<file path="src/rtl/mcycle_seq.sv">
// mcycle_seq: machine-cycle sequencer for the 4004 core.
// Produces the eight-phase cycle A1 A2 A3 M1 M2 X1 X2 X3, captures instruction
// nibbles from the 4-bit bus, decodes the opcode, tracks one- and two-cycle
// instructions, and issues PC-increment and execute strobes.
//
// Build option: define FIN_TWO_CYCLE_EN to make FIN a two-cycle instruction
// whose second cycle is an indirect fetch (PC increment suppressed).
// Without it FIN completes in one cycle and indirect_o is tied low.
//
// Every output is registered or decoded purely from registered state, so there
// is no combinational path from data_i or stall_i to any output.

module mcycle_seq (
    input  logic       clk,
    input  logic       rst,
    input  logic [3:0] data_i,
    input  logic       stall_i,
    output logic [2:0] phase_o,
    output logic       sync_o,
    output logic [7:0] opcode_o,
    output logic [3:0] opr_o,
    output logic [3:0] opa_o,
    output logic [7:0] arg_o,
    output logic       second_o,
    output logic       indirect_o,
    output logic       pc_inc_o,
    output logic       exec_o
);

    // Phase encoding, A1 = 0 ... X3 = 7
    localparam logic [2:0] PhA1 = 3'd0;
    localparam logic [2:0] PhA3 = 3'd2;
    localparam logic [2:0] PhM1 = 3'd3;
    localparam logic [2:0] PhM2 = 3'd4;
    localparam logic [2:0] PhX1 = 3'd5;
    localparam logic [2:0] PhX3 = 3'd7;

    // Opcode encodings for the nibble pairs that do not map to {OPR,4'h0}
    localparam logic [7:0] OpNop = 8'h00;
    localparam logic [7:0] OpFim = 8'h20;
    localparam logic [7:0] OpSrc = 8'h21;
    localparam logic [7:0] OpFin = 8'h30;
    localparam logic [7:0] OpJin = 8'h31;

    typedef enum logic {
        CycFirst,
        CycSecond
    } cyc_e;

    // Sequencer state
    logic [2:0] r_phase;
    cyc_e       r_cyc;

    // Instruction holding registers
    logic [3:0] r_opr;
    logic [3:0] r_opa;
    logic [7:0] r_opcode;
    logic       r_two;
    logic [7:0] r_arg;

    // Next-state and decode wires
    logic [2:0] w_phase_next;
    cyc_e       w_cyc_next;
    logic [7:0] w_dec_opcode;
    logic       w_dec_two;
    logic       w_second;
    logic       w_indirect;

    // Decode of {captured OPR, OPA on the bus}; sampled only at the M2 edge
    always_comb begin
        w_dec_opcode = {r_opr, 4'h0};
        w_dec_two    = 1'b0;
        case (r_opr)
            4'h1: begin
                w_dec_two = 1'b1;                  // JCN
            end
            4'h2: begin
                w_dec_opcode = data_i[0] ? OpSrc : OpFim;
                w_dec_two    = ~data_i[0];         // FIM carries a data byte
            end
            4'h3: begin
                w_dec_opcode = data_i[0] ? OpJin : OpFin;
`ifdef FIN_TWO_CYCLE_EN
                w_dec_two    = ~data_i[0];         // FIN fetches indirectly
`else
                w_dec_two    = 1'b0;
`endif
            end
            4'h4, 4'h5, 4'h7: begin
                w_dec_two = 1'b1;                  // JUN, JMS, ISZ
            end
            4'hE: begin
                w_dec_opcode = {4'hE, data_i};
            end
            4'hF: begin
                if (data_i == 4'hE || data_i == 4'hF) begin
                    w_dec_opcode = OpNop;
                end else begin
                    w_dec_opcode = {4'hF, data_i};
                end
            end
            default: begin
                w_dec_opcode = {r_opr, 4'h0};
            end
        endcase
    end

    // Phase advance with X3 stall hold, and FIRST/SECOND cycle selection
    always_comb begin
        w_phase_next = r_phase + 3'd1;
        w_cyc_next   = r_cyc;
        if (r_phase == PhX3) begin
            if (stall_i) begin
                w_phase_next = PhX3;
            end else if (r_cyc == CycFirst && r_two) begin
                w_cyc_next = CycSecond;
            end else begin
                w_cyc_next = CycFirst;
            end
        end
    end

    // Sequencer state register; reset aborts any cycle in progress
    always_ff @(posedge clk) begin
        if (rst) begin
            r_phase <= PhA1;
            r_cyc   <= CycFirst;
        end else begin
            r_phase <= w_phase_next;
            r_cyc   <= w_cyc_next;
        end
    end

    // Bus nibble capture: first word into OPR/OPA/opcode, second word into arg
    always_ff @(posedge clk) begin
        if (rst) begin
            r_opr    <= 4'h0;
            r_opa    <= 4'h0;
            r_opcode <= OpNop;
            r_two    <= 1'b0;
            r_arg    <= 8'h00;
        end else begin
            if (r_phase == PhM1) begin
                if (r_cyc == CycFirst) begin
                    r_opr <= data_i;
                end else begin
                    r_arg[7:4] <= data_i;
                end
            end
            if (r_phase == PhM2) begin
                if (r_cyc == CycFirst) begin
                    r_opa    <= data_i;
                    r_opcode <= w_dec_opcode;
                    r_two    <= w_dec_two;
                end else begin
                    r_arg[3:0] <= data_i;
                end
            end
        end
    end

    // Output decode from registered state only
    always_comb begin
        w_second = (r_cyc == CycSecond);
`ifdef FIN_TWO_CYCLE_EN
        w_indirect = w_second && (r_opcode == OpFin);
`else
        w_indirect = 1'b0;
`endif
        phase_o    = r_phase;
        sync_o     = (r_phase == PhX3);
        opcode_o   = r_opcode;
        opr_o      = r_opr;
        opa_o      = r_opa;
        arg_o      = r_arg;
        second_o   = w_second;
        indirect_o = w_indirect;
        pc_inc_o   = (r_phase == PhA3) && !w_indirect;
        // r_two stays set through the SECOND cycle, so this fires in the final cycle only
        exec_o     = (r_phase == PhX1) && (w_second || !r_two);
    end

endmodule

</file>
<file path="config.mk">
export PLATFORM = sky130hd
export DESIGN_NAME = mcycle_seq
export DESIGN_NICKNAME = d
export VERILOG_FILES = /design/src/rtl/mcycle_seq.sv
export SDC_FILE = /design/constraint.sdc
export NUM_CORES = 1
export LEC_CHECK = 0
export BUFFER_PORTS_ARGS = -buffer_cell sky130_fd_sc_hd__buf_2
export CAP_MARGIN = 30
export CORE_MARGIN = 1
export CORE_UTILIZATION = 52
export DETAILED_ROUTE_END_ITERATION = 7
export PLACE_DENSITY_LB_ADDON = 0.2
export SLEW_MARGIN = 10
export SYNTH_ARGS = -nofsm -noshare
export SYNTH_HDL_FRONTEND = slang
export SYNTH_SLANG_ARGS = --single-unit
</file>
<file path="constraint.sdc">
create_clock -name clk -period 3.3 [get_ports clk]
set_input_delay 0 -clock clk [delete_from_list [all_inputs] [get_ports clk]]
set_output_delay 0 -clock clk [all_outputs]
set_load 0.01 [all_outputs]
</file>
Yosys cells after proc, flatten, opt, wreduce, memory -nomap -nowiden
Index checks and enable logic that the tools add are counted.

$add $sub $neg: 1. Equality and inequality tests: 15. Muxes and demuxes: 8. Bitwise logic cells: 3. Reductions and logical operators: 11.

Operators by type and width (count): $pmux 8 s4 (1); $eq 4x4->1 const B (4); $eq 4x3->1 const B (3); $reduce_and 2->1 (5); $eq 3x3->1 const B (3); $eq 4x2->1 const B (2); $mux 8 (1); $eq 3x2->1 const B (2); $mux 3 (2); $eq 4x1->1 const B (1); $reduce_or 4->1 (1); $add 3x1->3 const B (1); $mux 1 (3); $not 1->1 (3); $logic_and 1x1->1 (2); $logic_or 1x1->1 (2); $pmux 1 s2 (1); $logic_not 1->1 (1).

Flip-flop bits (word level): 29. Bits of input ports: 7. Output and inout port bits: 32. Logic and storage cells: 46.

Logic depth before layout (Yosys ltp)
Gate-level depths: netlist of run 1.

Word-level depth: 4. Gate-level depth with buffers: 6. Depth with buffers taken out: 5.

Worst setup path before layout of run 1
No wires, ideal clock.

Kind: flip-flop to flip-flop. Start: register r_phase[0] (netlist: phase_o[0]). End: register r_opr[0] (netlist: opr_o[0]). Library setup time: 128 ps. Arrival time: 1342 ps. Data required time: 3172 ps. Setup slack: 1830 ps. Stages on the path, launching flop included: 7. Buffers on the path: 1. Clock period less this slack: 1470 ps. Cell sequence: dfxtp_1 ha_1 ha_1 nand2b_1 clkbuf_1 mux2i_1 nor2_1.

Word-level cells in the longest chain between the ends: 2.

Ends and longest elaborated chain: start, declared (line 51) `logic [2:0] r_phase;`; start signal, assigned (line 126) `r_phase <= PhA1;`; start signal, assigned (line 129) `r_phase <= w_phase_next;`; $eq 3x2->1 (line 143) `if (r_phase == PhM1) begin`; $reduce_and 2->1 (no line); end signal, assigned (line 145) `r_opr <= data_i;`; end, declared (line 55) `logic [3:0] r_opr;`.

No other way between the ends. A chain may end at the register's enable or synchronous reset.

Worst setup path after layout of run 1
Start: register r_phase[0] (netlist: phase_o[0]). End: register r_opcode[0] (netlist: opcode_o[0]).

Word-level cells in the longest chain between the ends: 2.

Ends and longest elaborated chain: $eq 3x3->1 (line 150) `if (r_phase == PhM2) begin`; $reduce_and 2->1 (no line); end signal, assigned (line 139) `r_opcode <= OpNop;`; end signal, assigned (line 153) `r_opcode <= w_dec_opcode;`; end, declared (line 57) `logic [7:0] r_opcode;`.

No other way between the ends.

==> results of run 1 <==
cells in the mapped netlist, types with 2 or more instances:
cell / instances / share of area
and3_1: 2 / 0.0097
nand3b_1: 2 / 0.012
nor2b_1: 2 / 0.0097
nor3_1: 2 / 0.0078
nand4_1: 4 / 0.019
a21oi_1: 17 / 0.066
ha_1: 6 / 0.058
buf_2: 4 / 0.016
a221oi_1: 2 / 0.014
clkbuf_1: 6 / 0.018
nand3_1: 7 / 0.027
nand2_1: 23 / 0.067
o211ai_1: 2 / 0.012
nand2b_1: 3 / 0.015
dfxtp_1: 29 / 0.45
mux2i_1: 8 / 0.062
inv_1: 4 / 0.012
nor2_1: 11 / 0.032
state kept, by name (all words and copies together) (netlist names):
name	count
phase_o	3
r_two	1
second_o	1
opcode_o	8
opr_o	4
opa_o	4
arg_o	8
worst min path at each step:
stage	from	to	slack, ns
after global placement	stall_i	phase_o[1]	0.27
after CTS	rst	opr_o[3]	0.12
after global routing	rst	arg_o[2]	0.15
after detailed placement	stall_i	phase_o[1]	0.28
after floorplan	data_i[0]	opa_o[0]	0.14
final	rst	arg_o[3]	0.13
power breakdown:
| part | switching (mW) | internal, mW | total, mW |
|---|---|---|---|
| registers | 0.00992 | 0.357 | 0.367 |
| clock network | 0.120 | 0.123 | 0.244 |
| logic | 0.0375 | 0.0258 | 0.0633 |
final cells by class:
class | instances | area (um^2)
clock buffers | 7 | 65.1
well taps | 28 | 35.0
clock inverters | 1 | 5.00
multi-input cells | 103 | 628
repair buffers | 42 | 235
inverters | 4 | 15.0
fillers | 193 | 712
flip-flops and latches | 29 | 581
through the flow:
step                total power [mW]  utilization  hold slack, ns  instances
floorplan                      0.412            -           0.136        148
global placement               0.431        0.634           0.273        201
detailed placement             0.434        0.634           0.282        201
CTS                            0.679        0.687           0.117        214
global route                   0.704        0.687           0.154        214
finish                         0.674        0.687           0.129        214
layer usage:
| metal | wire length, um | GRT usage | up-vias |
|---|---|---|---|
| met5 | 0 | 0 | - |
| met3 | 164 | 0.0643 | 7 |
| li1 | - | - | 581 |
| met4 | 42 | 0.0991 | 0 |
| met1 | 1210 | 0.274 | 545 |
| met2 | 1350 | 0.387 | 45 |
repair_timing:
item,in CTS,in global routing
gates resized for setup,0,0
endpoints found under the setup margin,0,0
hold buffers,5,0
hold endpoints to repair,10,0
logic make-up after synthesis:
kind of cell | share of synthesized area
AND/OR/NAND/NOR | 0.240
other | 0.00292
multiplexers | 0.0623
XOR/XNOR | 0.00682
flip-flops | 0.452
adder cells (fa/ha/maj) | 0.0584
buffers and inverters | 0.0594
AO/OA/AOI/OAI | 0.119
==> out/metrics.csv, run 1 <==
stage,metric,value,unit
outcome,status,completed,
critical_path,Worst Path Required,3.56,ns
timing,Final period util,0.487,
timing,final setup violation count,0,
critical_path,Top delay family on crit path,simple AND/OR/NAND/NOR gates,
min_path,hold path cells,2,
timing,TNS Setup,0,ns
critical_path,critical path type,reg -> reg,
critical_path,Worst path depth,5,
synthesis,Post-Synthesis Cell Area,0.00128,mm^2
power,Pwr Density,431,mW/mm^2
cts,CTS sink cnt,29,
layout,post-route cell area,0.00156,mm^2
critical_path,crit-path max cell delay,0.53,ns
critical_path,terminus of the critical flop-to-flop path,opcode_o[0],
drt,drt wl/cell,12.9,um
cts,Clock Path Buffers,2,
cts,Post-CTS Setup Inserts,0,
floorplanning,height of the die,51.7,um
critical_path,slowest CP cell,or4_1,
timing,max-slew headroom at the worst pin,0.659,
cts,H-tree levels,2,
synthesis,Cells after Synth,148,
critical_path,worst reg-to-reg setup slack,1.69,ns
floorplanning,width of the die,51.7,um
synthesis,sequential fraction of the synthesis area,0.452,
timing,RSZ-0062 raised after global routing,no,
global_routing,largest net degree at the start of global routing,32,
placed_design,Placement Setup Slack,1.70,ns
layout,area grow syn2layout,21.7,%
drt,mean number of vias per cell,5.50,
cts,Worst-path clk slew,0.09,ns
placed_design,Post-DP Area,0.00144,mm^2
timing,clk_skew,0.00788,ns
power,Leakage,0.757,nW
drt,1st-iter DRT viols,17,
floorplanning,Core Area,0.00228,mm^2
timing,Final Max Tran Viols,0,
cts,clk_lat worst skew,0.32,ns
run,number of max-cap violations,0,
global_routing,antenna violations before repair,0,
synthesis,Syn. warnings,0,
drt,Final ANT Viol Nets,0,
global_routing,Total Routing Usage GR,0.231,
layout,most frequent cells in the layout,"buf_2, dfxtp_1, nand2_1",
critical_path,RR Startpoint,phase_o[0],
global_routing,vias in the first global route,1009,
placed_design,RePlAce Congestion,0.725,
critical_path,FF-to-FF path depth,5,
timing,final hold vios,0,
synthesis,Post-synth EDFFs,0,
layout,"most common cell after layout, fill and taps aside",buf_2,
critical_path,worst-path maximum fanout,15,
drt,router iterations before antenna repair,4,
timing,min Tclk post-route,1.61,ns
critical_path,CP Launch Type,flop,
synthesis,Mapped Avg Cell Area,8.68,um^2
floorplanning,Ports,39,
drt,post-detailed-routing wire length,2.77,mm
critical_path,Setup crit end,opcode_o[0],
critical_path,CP Cell Sequence,inv_1 -> ha_1 -> nand3b_4 -> or4_1 -> o21ai_1,
critical_path,CP Buf/Inv Count,1,
floorplanning,num rows,17,
layout,ANT cells,0,
drt,Vias,1178,
synthesis,Synth Register Bits,29,
synthesis,post-synthesis async set-or-reset flop share,0,
layout,fraction of layout cells with a size suffix above 1,0.247,
critical_path,crit path from,phase_o[0],
timing,Fmax,622,MHz
min_path,Hold Crit Class,in -> reg,
cts,CTS tree,yes,
floorplanning,initial core utilization,0.565,
cts,root buffer cell,clkbuf_4,
placed_design,Buffers on Ports,37,
synthesis,most used flip-flop cell after synthesis,dfxtp_1,
cts,TritonCTS Buffers,5,
timing,Final WS setup,1.69,ns
global_routing,first-pass GRT wire length,4.42,mm
synthesis,"Net Count, Synth",161,
synthesis,Unique masters post-synth,32,
global_routing,GRT overflow,0,
power,Max VDD drop,0.281,mV
timing,worst-margin pin slew,0.511,ns
floorplanning,die area,0.00267,mm^2
placed_design,Post-DP HPWL,1.88,mm
layout,Final nets,198,
critical_path,critical path endpoint category,flop,
drt,DRC,0,
critical_path,worst path arrival time,1.86,ns
No activity file was read; power rests on OpenSTA's default activity.
==> run 2, diff against run 1 <==
--- a/config.mk
+++ b/config.mk
@@ -8,7 +8,7 @@
 export BUFFER_PORTS_ARGS = -buffer_cell sky130_fd_sc_hd__buf_2
 export CAP_MARGIN = 30
 export CORE_MARGIN = 1
-export CORE_UTILIZATION = 52
+export CORE_UTILIZATION = 50
 export DETAILED_ROUTE_END_ITERATION = 7
 export PLACE_DENSITY_LB_ADDON = 0.2
 export SLEW_MARGIN = 10
==> constraint.sdc (replaced) <==
create_clock -name clk -period 1.55 [get_ports clk]
set_input_delay 0 -clock clk [delete_from_list [all_inputs] [get_ports clk]]
set_output_delay 0 -clock clk [all_outputs]
set_load 0.01 [all_outputs]
==> out/metrics.csv, run 2 (same netlist as run 1, synthesis figures left out) <==
stage,metric,value,unit,change
outcome,status,completed,,
timing,Hold WS,0.126,ns,-0.00345 ns
layout,Storage cell area,581,um^2,unchanged
cts,Worst-path clk slew,0.09,ns,about the same
drt,post-detailed-routing wire length,2.81,mm,+1.3%
cts,CTS tree,yes,,
floorplanning,die area,0.00278,mm^2,+3.8%
drt,DRC,0,,unchanged
layout,Multi-input gate area,629,um^2,+0.20%
floorplanning,height of the die,52.7,um,+1.9%
global_routing,vias in the first global route,1039,,+3.0%
floorplanning,initial core utilization,0.523,,-0.0412
critical_path,CP Cell Sequence,inv_1 -> ha_1 -> nand3b_4 -> or4_1 -> o21ai_1,,
layout,Filler cells,208,,+7.8%
power,Pwr Density,1030,mW/mm^2,+140%
floorplanning,Core Area,0.00245,mm^2,+7.9%
timing,Final WS setup,0.104,ns,-1.59 ns
drt,Vias,1199,,+1.8%
global_routing,GRT overflow,0,,unchanged
timing,min Tclk post-route,1.45,ns,-0.162 ns
global_routing,Total Routing Usage GR,0.225,,-0.00623
floorplanning,num rows,18,,+1
cts,Post-CTS Setup Inserts,0,,unchanged
timing,RSZ-0062 raised after global routing,no,,
cts,clk_lat worst skew,0.32,ns,about the same
timing,Final period util,0.933,,+0.446
critical_path,worst-path maximum fanout,5,,-10
timing,Final Max Tran Viols,0,,unchanged
timing,worst-margin pin slew,0.515,ns,+0.00392 ns
critical_path,Worst Path Required,1.81,ns,-1.75 ns
cts,Clock Path Buffers,2,,unchanged
placed_design,Buffers on Ports,37,,unchanged
global_routing,largest net degree at the start of global routing,32,,unchanged
drt,router iterations before antenna repair,4,,unchanged
critical_path,critical path type,reg -> reg,,
floorplanning,Ports,39,,unchanged
layout,Final nets,203,,+2.5%
layout,"most common cell after layout, fill and taps aside",buf_2,,
timing,final hold vios,0,,unchanged
drt,Final ANT Viol Nets,0,,unchanged
critical_path,worst reg-to-reg setup slack,0.10,ns,-1.59 ns
drt,drt wl/cell,12.7,um,-1.9%
drt,1st-iter DRT viols,22,,+5
critical_path,slowest CP cell,or4_1,,
timing,TNS Setup,0,ns,unchanged
critical_path,CP Launch Type,flop,,
critical_path,worst path arrival time,1.71,ns,-0.15 ns
placed_design,Placement Setup Slack,0.113,ns,-1.59 ns
layout,ANT cells,0,,unchanged
power,Leakage,0.796,nW,+5.2%
critical_path,crit-path max cell delay,0.49,ns,-0.04 ns
global_routing,first-pass GRT wire length,4.40,mm,-0.45%
cts,CTS sink cnt,29,,unchanged
drt,mean number of vias per cell,5.43,,-1.4%
layout,area grow syn2layout,27.5,%,
cts,root buffer cell,clkbuf_4,,
cts,H-tree levels,2,,unchanged
power,Max VDD drop,0.860,mV,+210%
layout,most frequent cells in the layout,"buf_2, dfxtp_1, nand2_1",,
run,number of max-cap violations,0,,unchanged
placed_design,Post-DP HPWL,1.95,mm,+3.8%
placed_design,RePlAce Congestion,0.745,,+2.8%
floorplanning,width of the die,52.7,um,+1.9%
timing,max-slew headroom at the worst pin,0.656,,-0.00261
critical_path,critical path endpoint category,flop,,
timing,Fmax,692,MHz,+11%
timing,final setup violation count,0,,unchanged
timing,clk_skew,0.00840,ns,+0.000511 ns
global_routing,antenna violations before repair,0,,unchanged
layout,fraction of layout cells with a size suffix above 1,0.272,,+0.0249
cts,TritonCTS Buffers,5,,unchanged
min_path,Hold Crit Class,in -> reg,,
run 2: power breakdown:
part | internal (mW) | switching [mW]
Combinational | 0.0613 | 0.0844
Sequential | 0.761 | 0.0184
Clock | 0.499 | 0.268
run 2: routing by layer:
layer | track usage | vias to the layer above | routed length, um
met3 | 0.0638 | 4 | 133
met5 | 0 | - | 0
li1 | - | 593 | -
met2 | 0.361 | 40 | 1440
met1 | 0.272 | 562 | 1200
met4 | 0.110 | 0 | 35
run 2: what timing repair did:
item,CTS,global route
endpoints found under the hold margin,11,0
endpoints found under the setup margin,0,2
gates resized for setup,0,1
hold buffers,5,0
run 2: critical path, delay by kind of cell (launching register included):
kind	cells	cell delay (ns)
flops	1	0.36
compound gates	1	0.13
fa+ha+maj	1	0.23
simple gates	2	0.58
buf+inv	1	0.09
run 2: worst paths after layout:
kind	from	endpoint	cells past startpoint
worst min register to register	opcode_o[1]	opcode_o[1]	2
worst max-delay path	phase_o[0]	opcode_o[0]	5
worst min-delay path	rst	opr_o[2]	2
worst max register to register	phase_o[0]	opcode_o[0]	5
run 2: stage by stage:
step            util  cell area (um^2)  std cells  power [mW]
2_1_floorplan      -              1280        148       0.876
3_3_place_gp   0.604              1480        208       0.926
3_5_place_dp   0.604              1480        208       0.930
4_1_cts        0.667              1640        221        1.71
5_1_grt        0.667              1640        221        1.76
6_report       0.667              1640        221        1.69
run 2: area by class of cell:
type,count,area share
Timing Repair Buffer,47,0.167
Tap cell,30,0.0229
Sequential cell,29,0.354
Multi-Input combinational cell,103,0.384
Clock buffer,5,0.0229
Inverter,4,0.00917
Clock inverter,3,0.0397
